[src/rtl/id_pipe.sv]
// rtl/id_pipe.sv - instruction decode stage with load-use interlock and user-mode trap
//
// Decodes one 16-bit instruction per cycle into a registered execute-stage record.
// Ports:
//   clk, rst                 clock, synchronous active-high reset
//   if_valid/if_instr/if_pc  fetch-side offer; if_ready accepts it
//   mode                     processor mode (2'b01 = user)
//   flush                    kill pipeline contents
//   ex_ready                 execute stage consumes the ex_* record
//   ex_valid, ex_opcode, ex_p0_addr, ex_p1_addr, ex_dst_addr, ex_we, ex_imm, ex_pc
//                            registered decode result
//   trap, trap_pc, trap_ack  bad-instruction trap handshake
module id_pipe #(
    parameter int DATA_W       = 16,
    parameter int USER_MAX_REG = 12,
    parameter int LD_USE_STALL = 1
) (
    input  logic              clk,
    input  logic              rst,
    input  logic              if_valid,
    input  logic [15:0]       if_instr,
    input  logic [DATA_W-1:0] if_pc,
    output logic              if_ready,
    input  logic [1:0]        mode,
    input  logic              flush,
    input  logic              ex_ready,
    output logic              ex_valid,
    output logic [3:0]        ex_opcode,
    output logic [3:0]        ex_p0_addr,
    output logic [3:0]        ex_p1_addr,
    output logic [3:0]        ex_dst_addr,
    output logic              ex_we,
    output logic [DATA_W-1:0] ex_imm,
    output logic [DATA_W-1:0] ex_pc,
    output logic              trap,
    output logic [DATA_W-1:0] trap_pc,
    input  logic              trap_ack
);

    typedef enum logic {ST_RUN, ST_TRAP} state_t;

    localparam logic [1:0] LD_INIT = 2'(LD_USE_STALL);
    localparam logic [3:0] OP_LOAD = 4'h3;
    localparam logic [3:0] OP_RECV = 4'hE;

    state_t            state_q;
    logic              ex_valid_q;
    logic [3:0]        ex_opcode_q, ex_p0_q, ex_p1_q, ex_dst_q;
    logic              ex_we_q;
    logic [DATA_W-1:0] ex_imm_q, ex_pc_q;
    logic              trap_q;
    logic [DATA_W-1:0] trap_pc_q;
    logic [1:0]        ld_cnt_q, ld_cnt_d;
    logic [3:0]        ld_dst_q;

    // Combinational decode of the offered instruction
    logic [3:0]        op, p0, p1, dst;
    logic              rd0, rd1, we;
    logic [DATA_W-1:0] imm;
    logic              bad, hazard, accept, good_accept, bad_accept;

    always_comb begin
        op  = if_instr[15:12];
        p0  = 4'd0;
        p1  = 4'd0;
        rd0 = 1'b0;
        rd1 = 1'b0;
        dst = 4'd0;
        we  = 1'b0;
        imm = '0;
        case (op)
            4'h0, 4'h1, 4'h2: begin
                p0 = if_instr[7:4];  rd0 = 1'b1;
                p1 = if_instr[3:0];  rd1 = 1'b1;
                dst = if_instr[11:8]; we = |if_instr[11:8];
            end
            4'h3: begin
                p0 = if_instr[7:4];  rd0 = 1'b1;
                dst = if_instr[11:8]; we = |if_instr[11:8];
            end
            4'h4: begin
                p0 = if_instr[7:4];  rd0 = 1'b1;
                p1 = if_instr[11:8]; rd1 = 1'b1;
            end
            4'h5, 4'h6: begin
                p0 = if_instr[11:8]; rd0 = 1'b1;
                dst = if_instr[11:8]; we = |if_instr[11:8];
                imm = {{(DATA_W-8){1'b0}}, if_instr[7:0]};
            end
            4'h7: begin
                p0 = if_instr[11:8]; rd0 = 1'b1;
                dst = if_instr[11:8]; we = |if_instr[11:8];
                imm = {{(DATA_W-4){1'b0}}, if_instr[3:0]};
            end
            4'h8: imm = {{(DATA_W-9){if_instr[8]}}, if_instr[8:0]};
            4'h9: begin
                dst = 4'd12; we = 1'b1;
                imm = {{(DATA_W-12){if_instr[11]}}, if_instr[11:0]};
            end
            4'hA: begin
                p0 = if_instr[11:8]; rd0 = 1'b1;
            end
            4'hB: begin
                if (if_instr[7:6] == 2'b01 && !if_instr[4]) begin
                    p0 = if_instr[11:8]; rd0 = 1'b1;
                end
                dst = if_instr[11:8];
                we  = (if_instr[7:6] == 2'b10);
            end
            4'hC: begin
                if (!if_instr[1]) begin
                    p1 = if_instr[11:8]; rd1 = 1'b1;
                end
                imm = {{(DATA_W-8){1'b0}}, if_instr[11:4]};
            end
            4'hE: begin
                dst = if_instr[11:8]; we = |if_instr[11:8];
            end
            4'hF: begin
                p0 = if_instr[7:4];  rd0 = 1'b1;
                dst = if_instr[11:8]; we = |if_instr[11:8];
                imm = {{(DATA_W-4){if_instr[3]}}, if_instr[3:0]};
            end
            default: ;
        endcase
    end

    // User mode may only touch registers 0..USER_MAX_REG; RECV needs bit 7 set
    assign bad = (mode == 2'b01) &&
                 ((rd0 && (32'(p0) > USER_MAX_REG)) ||
                  (rd1 && (32'(p1) > USER_MAX_REG)) ||
                  (we  && (32'(dst) > USER_MAX_REG)) ||
                  (op == OP_RECV && !if_instr[7]));

    // ld_cnt stays 0 when LD_USE_STALL is 0, which disables the interlock
    assign hazard = (ld_cnt_q != 2'd0) &&
                    ((rd0 && p0 == ld_dst_q) || (rd1 && p1 == ld_dst_q));

    assign if_ready = !rst && !flush && (state_q == ST_RUN) && !hazard &&
                      (!ex_valid_q || ex_ready);
    assign accept      = if_valid && if_ready;
    assign good_accept = accept && !bad;
    assign bad_accept  = accept && bad;

    always_comb begin
        ld_cnt_d = ld_cnt_q;
        if (good_accept && op == OP_LOAD && we)
            ld_cnt_d = LD_INIT;
        else if (ld_cnt_q != 2'd0)
            ld_cnt_d = ld_cnt_q - 2'd1;
    end

    always_ff @(posedge clk) begin
        if (rst) begin
            state_q     <= ST_RUN;
            ex_valid_q  <= 1'b0;
            ex_opcode_q <= 4'd0;
            ex_p0_q     <= 4'd0;
            ex_p1_q     <= 4'd0;
            ex_dst_q    <= 4'd0;
            ex_we_q     <= 1'b0;
            ex_imm_q    <= '0;
            ex_pc_q     <= '0;
            trap_q      <= 1'b0;
            trap_pc_q   <= '0;
            ld_cnt_q    <= 2'd0;
            ld_dst_q    <= 4'd0;
        end else if (flush) begin
            state_q    <= ST_RUN;
            ex_valid_q <= 1'b0;
            trap_q     <= 1'b0;
            ld_cnt_q   <= 2'd0;
        end else begin
            if (good_accept) begin
                ex_valid_q  <= 1'b1;
                ex_opcode_q <= op;
                ex_p0_q     <= p0;
                ex_p1_q     <= p1;
                ex_dst_q    <= dst;
                ex_we_q     <= we;
                ex_imm_q    <= imm;
                ex_pc_q     <= if_pc;
            end else if (ex_ready) begin
                ex_valid_q <= 1'b0;
            end

            ld_cnt_q <= ld_cnt_d;
            if (good_accept && op == OP_LOAD && we)
                ld_dst_q <= dst;

            case (state_q)
                ST_RUN: begin
                    if (bad_accept) begin
                        state_q   <= ST_TRAP;
                        trap_q    <= 1'b1;
                        trap_pc_q <= if_pc;
                    end
                end
                ST_TRAP: begin
                    if (trap_ack) begin
                        state_q <= ST_RUN;
                        trap_q  <= 1'b0;
                    end
                end
                default: state_q <= ST_RUN;
            endcase
        end
    end

    assign ex_valid    = ex_valid_q;
    assign ex_opcode   = ex_opcode_q;
    assign ex_p0_addr  = ex_p0_q;
    assign ex_p1_addr  = ex_p1_q;
    assign ex_dst_addr = ex_dst_q;
    assign ex_we       = ex_we_q;
    assign ex_imm      = ex_imm_q;
    assign ex_pc       = ex_pc_q;
    assign trap        = trap_q;
    assign trap_pc     = trap_pc_q;

endmodule

[config.mk]
export PLATFORM = sky130hd
export DESIGN_NAME = id_pipe
export DESIGN_NICKNAME = d
export VERILOG_FILES = /design/src/rtl/id_pipe.sv
export SDC_FILE = /design/constraint.sdc
export NUM_CORES = 1
export LEC_CHECK = 0
export ABC_CLOCK_PERIOD_IN_PS = 3750
export BUFFER_PORTS_ARGS = -buffer_cell sky130_fd_sc_hd__buf_2
export CAP_MARGIN = 20
export CORE_MARGIN = 10
export CORE_UTILIZATION = 52
export CTS_CLUSTER_DIAMETER = 120
export CTS_CLUSTER_SIZE = 8
export DETAILED_ROUTE_END_ITERATION = 7
export PLACE_DENSITY = 0.8
export SETUP_SLACK_MARGIN = 0.5
export SLEW_MARGIN = 20
export SYNTH_ARGS = -nofsm -noshare
export SYNTH_HDL_FRONTEND = slang
export SYNTH_SLANG_ARGS = --single-unit
[constraint.sdc]
create_clock -name clk -period 3.75 [get_ports clk]
set_input_delay 0.75 -clock clk [delete_from_list [all_inputs] [get_ports clk]]
set_output_delay 0.75 -clock clk [all_outputs]
set_load 0.05 [all_outputs]
==> run metrics <==
status=complete, no violations; Clock Sinks=70; diodes inserted=0; Row Count=31; antenna-violating nets left=0; CP Max Fanout=5; nature of the critical path endpoint=primary output; dominant cells by area after synthesis=dfxtp_1 37%, a21oi_1 11%, nand3_1 7.1%, o21ai_1 4.5%, a32o_1 3.2%; clock latency at the later pin of the worst-skew pair=0.34 ns; Sw Ratio=32.8%; final period utilization=about nine tenths; Net Count, Synth=~500; Hold WS=0.451 ns; cts hold-fix bufs=0; Die Height=105 um; Reg2Reg Setup Slack=1.65 ns; Worst Path Required=3.00 ns; PortBufs=between 100 and 150; CTS Root Cell=clkbuf_8; most common cell in the netlist=a21oi_1; Post-synth EDFFs=0; Final Skew=approximately 0.0079 ns; Commonest cells post-synth=85 x a21oi_1, 70 x dfxtp_1, 54 x nand3_1; CTS Buf Count=9; Post-DP HPWL=8.04 mm; share of layout cells above drive strength 1=32.9%; hold path startpoint=trap; max_slew headroom=33.2%; Final Max Tran Viols=0; Final min period=between 3 and 4 ns; Setup WS post-layout=0.421 ns; Top FF cell, synth=dfxtp_1; Mapped Area=3780 um^2; cells after synthesis=460; VDD IR-drop max=0.000273 V; antenna violations before repair=0; HP Class=register to register; RSZ-0062 raised after global routing=yes; DR DRC count=0; FILL cells=624; power share of the combinational group=24.6%; FF-to-FF Start=ld_dst_q[3]; Lkg Pwr=1.90 nW; Setup Viol. Count Final=0; total power divided by cell area=406 nW/um^2; Routed WL per cell=17.6 um; Psw=approximately 640 uW; starting DRC count in detailed routing=328; Via density=6.04; routed vias=3953; non-filler cells, final=655; global-route wire length before repair=~18 mm; largest net degree at the start of global routing=66; post-synth top area cell=dfxtp_1; Seq/Total Area, Yosys=around 37%; syn_area_per_cell=8.22 um^2; max incr delay on CP=roughly 0.44 ns; Placed Cells=630; Synth Warn #=0; pre-CTS WS=0.142 ns; Layout area overhead=26.5%; initial core utilization=52.7%; share of the synthesized area in the top cell type=37.1%; Nets=592; Crit-path slowest cell=a2111oi_4; final setup TNS=0 ns; Worst Path Arrival=~2.6 ns; crit start category=input pin; total power=1.94 mW; first-pass detailed-route iteration total=5; IO Pins=approximately 110; CTS tree=built; vias in the first global route=3678; deepest clock path buffer count=2; WP buf/inv=3; flops & latches, synth=70; CTS H-tree lvls=3; Critical Setup Path Class=input pin to primary output; clock power share=34.7%; Final Hold Viols=0; Cell Chain, Critical Path=buf_8, or3b_4, o31ai_4, buf_12, a2111oi_4, mux2i_1, and4_4, nor2_4, o21a_1, buf_6; Die Wd=105 um; gp weighted congestion=0.903; grt total ovfl=0; Global Route Usage Sum=19.3%; launch point of the worst path=if_instr[6]; Clock Pin Slew Worst Setup and Hold Paths=0.07 ns; Internal=1.31 mW; core area=7180 um^2; Max-Cap Viols=0; die area=11100 um^2; DRT Wirelength=11.5 mm; synth unique cells=57; cell family with most CP delay=compound AO/OA/AOI/OAI gates; fmax=0.300 GHz; Worst-Margin Slew=0.993 ns; ys async rst share=0%; Seq pwr share=40.6%
[cell families (layout without fill, tap and decap cells)]
kind of cell    Yosys count  in the layout  synth area share [%]
buf+inv                  62            157                  9.17
mux                       1              1                 0.265
fa+ha+maj                 1              1                 0.331
xor+xnor                  7              7                  1.62
simple gates            123            124                  19.1
flops                    70             70                  37.1
compound gates          196            196                  32.5
[cell usage in the layout (no fill, tap or decap), types with 5 or more instances in the layout]
| cell type | instances |
|---|---|
| buf_2 | 99 |
| o21ai_0 | 24 |
| and2_1 | 5 |
| nand2_1 | 7 |
| dfxtp_1 | 70 |
| inv_1 | 8 |
| o21ai_1 | 33 |
| clkbuf_8 | 9 |
| a32o_1 | 12 |
| nand3_1 | 54 |
| nor4_1 | 5 |
| a21oi_1 | 81 |
| or3b_2 | 5 |
| xor2_1 | 5 |
| buf_6 | 6 |
| buf_12 | 5 |
| nor2_1 | 10 |
| a211oi_1 | 12 |
| buf_4 | 22 |
[power by group through the flow]
stage	Clock, mW	Sequential [mW]	Combinational [mW]
2_1_floorplan	0	0.912	0.228
3_3_place_gp	0	0.806	0.436
3_5_place_dp	0	0.807	0.440
4_1_cts	0.686	0.790	0.463
5_1_grt	0.716	0.793	0.509
6_report	0.675	0.790	0.479
[final cells by class]
cell class | count | area [um^2] | area share [%]
inverter | 8 | 30.0 | 0.628
tap | 99 | 124 | 2.59
clock buffer | 10 | 128 | 2.67
sequential | 70 | 1400 | 29.3
multi-input combinational | 329 | 2160 | 45.2
timing repair buffer | 133 | 843 | 17.6
clock inverter | 6 | 93.8 | 1.96
[stage by stage]
stage          util, %  cell area [um^2]
2_1_floorplan        -              3780
3_3_place_gp      60.0              4300
3_5_place_dp      60.0              4300
4_1_cts           65.3              4680
5_1_grt           66.7              4780
6_report          66.7              4780
[timing repair]
action / 4_1_cts / 5_1_grt
resized for setup: 28 / 13
setup buffers: 4 / 4
hold endpoints to repair: 0 / 0
cloned: 0 / 1
pin swaps: 8 / 8
setup endpoints to repair: 1 / 26
[registers in the layout, indices dropped and copies added, names as in the netlist]
name         flops
ex_dst_addr      4
ex_imm          12
ex_opcode        4
ex_p0_addr       4
ex_p1_addr       4
ex_pc           16
ex_valid         1
ex_we            1
ld_cnt_q         2
ld_dst_q         4
state_q          1
trap             1
trap_pc         16
[worst reg2reg max path: cells and delay by family, from the launching register on]
| family | cells | cell delay, ns |
|---|---|---|
| compound gates | 4 | 0.79 |
| buf+inv | 3 | 0.55 |
| flops | 1 | 0.30 |
| simple gates | 1 | 0.25 |
| mux | 1 | 0.14 |
[worst paths after layout]
path,end,depth (start not counted)
setup / recovery,if_ready,10
hold / removal,trap,2
setup reg to reg,ex_opcode[1],9
hold reg to reg,trap,2
[routing by layer]
layer | vias up | global-route usage (%) | routed length (um)
li1 | 1898 | - | -
met1 | 1852 | 24.4 | 4810
met2 | 181 | 32.0 | 5620
met3 | 22 | 4.63 | 939
met4 | 0 | 5.29 | 178
met5 | - | 0 | 0
No activity file was read; power rests on OpenSTA's default activity.
